==> config.mk <==
export PLATFORM = sky130hd
export DESIGN_NAME = clk_tick_sched
export DESIGN_NICKNAME = d
export VERILOG_FILES = /design/src/rtl/clk_tick_sched.sv
export SDC_FILE = /design/constraint.sdc
export NUM_CORES = 1
export LEC_CHECK = 0
export CAP_MARGIN = 25
export CORE_ASPECT_RATIO = 1.2
export CORE_MARGIN = 5
export CORE_UTILIZATION = 33
export CTS_BUF_LIST = sky130_fd_sc_hd__clkbuf_8
export DETAILED_ROUTE_END_ITERATION = 8
export PLACE_DENSITY = 0.46
export SLEW_MARGIN = 10
export SYNTH_ARGS = -nofsm -noshare
export SYNTH_HDL_FRONTEND = slang
export SYNTH_SLANG_ARGS = --single-unit
==> constraint.sdc <==
create_clock -name sys_clk -period 4.8 [get_ports sys_clk]
set_input_delay 0.96 -clock sys_clk [delete_from_list [all_inputs] [get_ports sys_clk]]
set_output_delay 0.96 -clock sys_clk [all_outputs]
set_load 0.005 [all_outputs]
==> src/rtl/clk_tick_sched.sv <==
// rtl/clk_tick_sched.sv - multi-channel programmable tick scheduler
//
// Generates, per channel, a one-cycle tick strobe every P sys_clk cycles and a
// square-wave clock enable that toggles on each tick. Reconfiguring a running
// channel is held in a shadow until its next tick, so no period is truncated.
//
// Ports:
//   sys_clk     system clock, rising edge
//   reset       asynchronous, active-low
//   cfg_valid   configuration request
//   cfg_ready   request accepted when cfg_valid && cfg_ready at an edge
//   cfg_ch      target channel
//   cfg_div     tick period in cycles (0 behaves as 1)
//   cfg_en      channel enable
//   sync_start  one-cycle pulse realigning all enabled channels
//   tick        per-channel one-cycle strobe
//   clk_out     per-channel square wave, toggles on each tick
//   active      per-channel enable state
//   pending     per-channel deferred configuration waiting
module clk_tick_sched #(
    parameter int NCH = 4,
    parameter int DW  = 16,
    parameter int CW  = 2
) (
    input  logic              sys_clk,
    input  logic              reset,
    input  logic              cfg_valid,
    output logic              cfg_ready,
    input  logic [CW-1:0]     cfg_ch,
    input  logic [DW-1:0]     cfg_div,
    input  logic              cfg_en,
    input  logic              sync_start,
    output logic [NCH-1:0]    tick,
    output logic [NCH-1:0]    clk_out,
    output logic [NCH-1:0]    active,
    output logic [NCH-1:0]    pending
);

    localparam logic [DW-1:0] ONE = {{(DW-1){1'b0}}, 1'b1};

    logic [NCH-1:0] en_q, en_d;
    logic [NCH-1:0] pend_q, pend_d;
    logic [NCH-1:0] shen_q, shen_d;
    logic [NCH-1:0] tick_q, tick_d;
    logic [NCH-1:0] clko_q, clko_d;
    logic [DW-1:0]  per_q [NCH];
    logic [DW-1:0]  per_d [NCH];
    logic [DW-1:0]  cnt_q [NCH];
    logic [DW-1:0]  cnt_d [NCH];
    logic [DW-1:0]  shp_q [NCH];
    logic [DW-1:0]  shp_d [NCH];

    logic           sel_pend;
    logic [NCH-1:0] acc;
    logic [DW-1:0]  div_eff;

    // Out-of-range channel numbers match nothing, so they read as ready and
    // the accepted request is dropped.
    always_comb begin
        sel_pend = 1'b0;
        acc      = '0;
        for (int i = 0; i < NCH; i++) begin
            if (int'(cfg_ch) == i) begin
                sel_pend = pend_q[i];
                acc[i]   = cfg_valid && !pend_q[i];
            end
        end
    end

    assign cfg_ready = ~sel_pend;
    assign div_eff   = (cfg_div == '0) ? ONE : cfg_div;

    always_comb begin
        en_d   = en_q;
        pend_d = pend_q;
        shen_d = shen_q;
        tick_d = '0;
        clko_d = clko_q;
        per_d  = per_q;
        cnt_d  = cnt_q;
        shp_d  = shp_q;
        for (int i = 0; i < NCH; i++) begin
            if (sync_start) begin
                // A same-edge accept wins over a shadow; the two cannot
                // coexist because a pending channel is not ready.
                if (acc[i]) begin
                    en_d[i]  = cfg_en;
                    per_d[i] = div_eff;
                end else if (pend_q[i]) begin
                    en_d[i]   = shen_q[i];
                    per_d[i]  = shp_q[i];
                    pend_d[i] = 1'b0;
                end
                if (en_d[i]) begin
                    cnt_d[i] = per_d[i] - ONE;
                end
                clko_d[i] = 1'b0;
            end else if (!en_q[i]) begin
                clko_d[i] = 1'b0;
                if (acc[i]) begin
                    en_d[i]  = cfg_en;
                    per_d[i] = div_eff;
                    cnt_d[i] = div_eff - ONE;
                end
            end else begin
                if (cnt_q[i] == '0) begin
                    tick_d[i] = 1'b1;
                    clko_d[i] = ~clko_q[i];
                    if (pend_q[i]) begin
                        en_d[i]   = shen_q[i];
                        per_d[i]  = shp_q[i];
                        cnt_d[i]  = shp_q[i] - ONE;
                        pend_d[i] = 1'b0;
                        if (!shen_q[i]) begin
                            clko_d[i] = 1'b0;
                        end
                    end else begin
                        cnt_d[i] = per_q[i] - ONE;
                    end
                end else begin
                    cnt_d[i] = cnt_q[i] - ONE;
                end
                // Checked after the tick logic: a request landing on the
                // tick edge is deferred to the following tick.
                if (acc[i]) begin
                    shp_d[i]  = div_eff;
                    shen_d[i] = cfg_en;
                    pend_d[i] = 1'b1;
                end
            end
        end
    end

    always_ff @(posedge sys_clk or negedge reset) begin
        if (!reset) begin
            en_q   <= '0;
            pend_q <= '0;
            shen_q <= '0;
            tick_q <= '0;
            clko_q <= '0;
            for (int i = 0; i < NCH; i++) begin
                per_q[i] <= ONE;
                cnt_q[i] <= '0;
                shp_q[i] <= '0;
            end
        end else begin
            en_q   <= en_d;
            pend_q <= pend_d;
            shen_q <= shen_d;
            tick_q <= tick_d;
            clko_q <= clko_d;
            per_q  <= per_d;
            cnt_q  <= cnt_d;
            shp_q  <= shp_d;
        end
    end

    assign tick    = tick_q;
    assign clk_out = clko_q;
    assign active  = en_q;
    assign pending = pend_q;

endmodule
# Yosys cells after proc, flatten, opt, wreduce, memory -nomap -nowiden
# Index checks and enable logic that the tools add are counted.
[word_totals]
ff_bits = 212
latch_bits = 0
ramBits = 0
rom_bits = 0
input_bits = 23
output_inout_bits = 17
memories = 0
[classes]
addsub = 17
multipliers = 0
n_div = 0
order_cmp = 0
eq_ne = 15
shifts = 0
n_mux = 145
bitwise_logic = 6
n_reduce_logical = 42
[ops]
columns = ["operator", "count"]
rows = [
  ["two-way mux 16 bit", 53],
  ["subtractor 16 x 1 -> 16 bit, second input constant", 17],
  ["two-way mux 1 bit", 92],
  ["zero test 16 bit", 5],
  ["AND reduction 3 bit", 8],
  ["nonzero test 3 bit", 8],
  ["AND reduction 2 bit", 8],
  ["!= test 3 x 2 -> 1 bit, second input constant", 4],
  ["!= test 2 x 1 -> 1 bit, second input constant", 4],
  ["!= test 2 bit, second input constant", 4],
  ["nonzero test 2 bit", 4],
  ["inverter 1 bit", 6],
  ["== test 2 bit, second input constant", 2],
  ["logical AND 1 bit", 4],
  ["zero test 1 bit", 4],
  ["== test 2 x 1 -> 1 bit, second input constant", 1],
  ["zero test 2 bit", 1],
]

# Depth between registers and ports, before layout
[depth]
ltp_word = 8
mapped_depth = 16
ltp_nobuf = 13

# Least setup slack after synthesis
# OpenSTA, ideal clock, no wires.
[synth_path]
path_kind = "input to register"
from = "input cfg_ch[1]"
to = "register cnt_q[10] in the netlist's numbering"
setup_time_ps = 87
arrival_ps = 4129
setup_slack_ps = 584
stages = 16
n_path_buf = 6
path_cell_list = "clkbuf_1 nand4b_1 clkbuf_1 buf_2 clkbuf_1 clkbuf_1 nand2_1 o21ai_0 ha_1 clkbuf_1 o211ai_1 a22oi_1 a2111oi_0 a31oi_1 or3b_2 o211ai_1"
[synth_via]
elab_chain_len = 7
word_cells_on_any_way = 12
cone_classes = "add/sub (1); eq/ne (2); mux (7); reduce/logical (2)"
[synth_lines]
columns = ["element", "line_no", "source"]
rows = [
  ["from (decl)", "29", "input logic [CW-1:0] cfg_ch,"],
  ["== test 2 x 1 -> 1 bit (*)", "63", "if (int'(cfg_ch) == i) begin"],
  ["two-way mux 1 bit (*)", "63", ""],
  ["two-way mux 16 bit", "86", "if (acc[i]) begin"],
  ["two-way mux 16 bit", "83", "if (sync_start) begin"],
  ["subtractor 16 x 1 -> 16 bit", "95", "cnt_d[i] = per_d[i] - ONE;"],
  ["two-way mux 16 bit", "94", "if (en_d[i]) begin"],
  ["two-way mux 16 bit", "83", ""],
  ["to (signal assigned)", "153", "cnt_q <= cnt_d;"],
  ["to (decl)", "48", "logic [DW-1:0] cnt_q [NCH];"],
]
# Mark *: on every way between the ends. The rest lies on a longest branch, timed or not. The select of a mux whose other input is x is not followed.
# A chain may end at the register's enable or synchronous reset.

# Final worst setup path
[layout_path]
from = "input cfg_div[13]"
to = "register cnt_q[60] in the netlist's numbering"
[layout_via]
elab_chain_len = 7
word_cells_on_any_way = 10
cone_classes = "add/sub (2); mux (7); reduce/logical (1)"
[layout_lines]
columns = ["element", "line_no", "source"]
rows = [
  ["from (decl)", "30", "input logic [DW-1:0] cfg_div,"],
  ["zero test 16 bit (*)", "71", "assign div_eff = (cfg_div == '0) ? ONE : cfg_div;"],
  ["two-way mux 16 bit (*)", "71", ""],
  ["two-way mux 16 bit", "86", ""],
  ["two-way mux 16 bit", "83", ""],
  ["subtractor 16 x 1 -> 16 bit", "95", ""],
  ["two-way mux 16 bit", "94", ""],
  ["two-way mux 16 bit (*)", "83", ""],
]
# Marked as above.

==> run summary <==
CTS tree = built
Core area = 46900 um2
Outcome = completed
Syn. warnings = 0
Worst rel slew slack = 33.2%
Max-cap violation count = 0
Total overflow reported by the global router = 0
Iteration-0 DRC Markers = 1334
Fin Hold WS = 0.400 ns
Post-synth ARST share = 100%
Power Total = 0.00932 W
Placed Instances = 2530
Total number of vias = 15616
Final wirelength = 65.5 mm
Worst-margin pin slew = 0.995 ns
Post-synthesis average cell area = 8.24 um2
Mux contribution to synthesized area = 11.0%
GRT Util Overall = 24.6%
Simple-Gate Fraction of Synth Area = 20.2%
Max-slew violations = 0
Number of buffers created by CTS = 41
Wire per inst = 25.1 um
Via count of the first global-routing pass = 15130
Worst Skew = 0.0370 ns
Met1 global-route usage = 32.3%
Clock Latency Late Sink = 0.63 ns
Post-synthesis compound-gate area fraction = 24.6%
Layout cell share with drive strength beyond 1 = 16.1%
Leakage = 6.96 nW
Power Dens Cells = 520 nW/um2
Multi-input logic area = 9700 um2
Buffers on Ports = 39
Remaining DRCs = 0
Initial Utilization = 33.3%
Drt first pass iters = 5
RSZ-0062 raised after global routing = no
Area share of the largest cell type after synthesis = 33.3%
Nets = 1983
GR Util met2 = 40.2%
Chip Height = 248 um
Synth area leader = dfrtp_1
Vias per cell = 5.99
Critical path class = in2reg
WP data required = 5.28 ns
Die Width = 209 um
Synth Flop Type = dfrtp_1
DIE AREA = 51800 um2
Post-synth EDFFs = 0
Min-delay worst type = in2async
# rows = 87
Min cycle time layout = 4.02 ns
IO Pins = 40
Post-CTS Setup Bufs = 0
First-pass GRT wire length = 98.3 mm
Main area contributors after synthesis = dfrtp_1 33%, mux2_2 6.5%, nor2_1 4.9%, a21oi_1 4.9%, o21ai_0 4.7%
Crit. End Element = flop
Root buffer cell = clkbuf_8
Crit Path Max Fanout = 7
Detailed placer's ending HPWL = 46.2 mm
Mapped Nets = 1926
Xor/xnor share of the synthesized area = 5.27%
Final ANT Viol Nets = 0
Seq/Total Area, Yosys = 34.0%
Hold buffers post-CTS = 0
Reg clk slew, reported paths = 0.07 ns
Netlist area before placement = 15600 um2
Fillers = 4869
Peak VDD IR = 0.146 mV
Antenna violations before repair = 3
Sink Count = 212
Maximum number of pins on one net before global-route repair = 98
Final std cells w/o fill = 2606
Post-CTS resize count = 0
WP data arrival = 4.49 ns
GR peak layer = met2
#FFs+latches synth = 212
Yosys cell types = 96
Max Freq = 0.249 GHz
Final setup fails = 0
Adder-cell share of the synthesized area = 0.721%
Startpoint types = input pin
Fin Setup TNS = 0 ns
Area growth, synth to finish = 14.8%
Gpl congestion = 0.939
M3 GR Usage = 4.53%
Clock Tree Buf Depth = 3
FF/Latch Area = 5310 um2
CTS H-tree lvls = 2
Mapped Cells = 1894
Largest family of logic cells by synthesized area = compound AO/OA/AOI/OAI gates
Tcrit/Tclk final = 83.7%
Fin. Hold Viols = 0
==> sequential cells by signal, summed over array words and instances (netlist names) <==
signal / count
cnt_q: 64
per_q: 64
shp_q: 64
active: 4
clk_out: 4
pending: 4
shen_q: 4
tick: 4
==> critical path, cell delays in order <==
cell,delay [ns]
clkdlybuf4s50_1,0.63
nor4_1,0.12
and4_1,0.18
a31oi_2,0.50
a21oi_1,0.20
inv_1,0.09
ha_1,0.32
nand2_1,0.11
o31ai_1,0.58
nand2_1,0.14
xor2_1,0.17
o221ai_1,0.12
o32a_1,0.34
==> cells by family (layout without fill, tap and decap cells) <==
logic type      count (synthesis)  after routing
buf+inv                       161            248
xor+xnor                       94             94
compound gates                601            601
simple gates                  658            658
mux                           159            159
other cells                     0              2
fa+ha+maj                       9              9
flops                         212            212
==> power by group <==
part | internal (W) | switching [W]
clock | 0.000953 | 0.000870
sequential | 0.00255 | 0.000832
combinational | 0.00171 | 0.00241
total | 0.00521 | 0.00411
==> cells in the final DEF, fill, tap and decap left out, drive strengths merged, types with 10 or more instances in the layout <==
master,instances
dfrtp,208
nor2,206
nand2,197
a21oi,155
o21ai,151
buf,114
mux2,90
nor3,73
mux2i,68
o22ai,63
xnor2,52
clkbuf,51
xor2,42
inv,38
clkdlybuf4s50,37
nand3,31
a31oi,28
or3,27
o211ai,26
nor4,23
a211oi,20
a221oi,16
o221ai,14
a22oi,13
or2,11
or4,11
nor3b,10
o31ai,10
==> final cells by class <==
cell class                      count  share of cell area, %
Multi-Input combinational cell   1521                   54.1
Sequential cell                   212                   29.6
Timing Repair Buffer              151                   6.92
Tap cell                          623                   4.35
Clock buffer                       51                   3.92
Clock inverter                     22                  0.531
Inverter                           24                  0.503
Antenna cell                        2                 0.0279
==> per-stage QoR <==
step	utilization, %	setup slack (ns)	instance area [um2]
6_report	38.2	0.784	17900
5_1_grt	38.2	0.701	17900
4_1_cts	38.2	0.861	17900
3_5_place_dp	36.5	0.213	17100
3_3_place_gp	36.4	0.314	17100
2_1_floorplan	-	0.584	15600
==> cells in the mapped netlist, types with 28 or more instances <==
| cell type | number |
|---|---|
| clkbuf_1 | 103 |
| mux2_2 | 90 |
| xnor2_1 | 52 |
| nand2_1 | 196 |
| dfrtp_1 | 208 |
| nor3_1 | 71 |
| mux2i_1 | 67 |
| a31oi_1 | 28 |
| o21ai_0 | 148 |
| a21oi_1 | 152 |
| nand3_1 | 30 |
| o22ai_1 | 62 |
| xor2_1 | 42 |
| nor2_1 | 205 |
==> layer usage <==
layer / vias up / share of wire [%]
met4: 0 / 4.2
met1: 7706 / 43
met2: 591 / 46
li1: 7167 / -
met5: - / 0
met3: 152 / 6.4
==> worst paths after layout <==
kind	start	endpoint	slack, ns	cells past startpoint
setup / recovery	cfg_div[13]	cnt_q[60]$_DFFE_PN0P_	0.78	13
min in group sys_clk	per_q[44]$_DFFE_PN0P_	per_q[44]$_DFFE_PN0P_	0.49	2
max in group asynchronous	reset	pending[3]$_DFFE_PN0P_	3.33	2
hold / removal	reset	shp_q[43]$_DFFE_PN0P_	0.40	1
hold reg to reg	per_q[44]$_DFFE_PN0P_	per_q[44]$_DFFE_PN0P_	0.49	2
setup reg to reg	cnt_q[8]$_DFFE_PN0P_	cnt_q[10]$_DFFE_PN0P_	1.07	11
(Power assumes the default switching activity.)
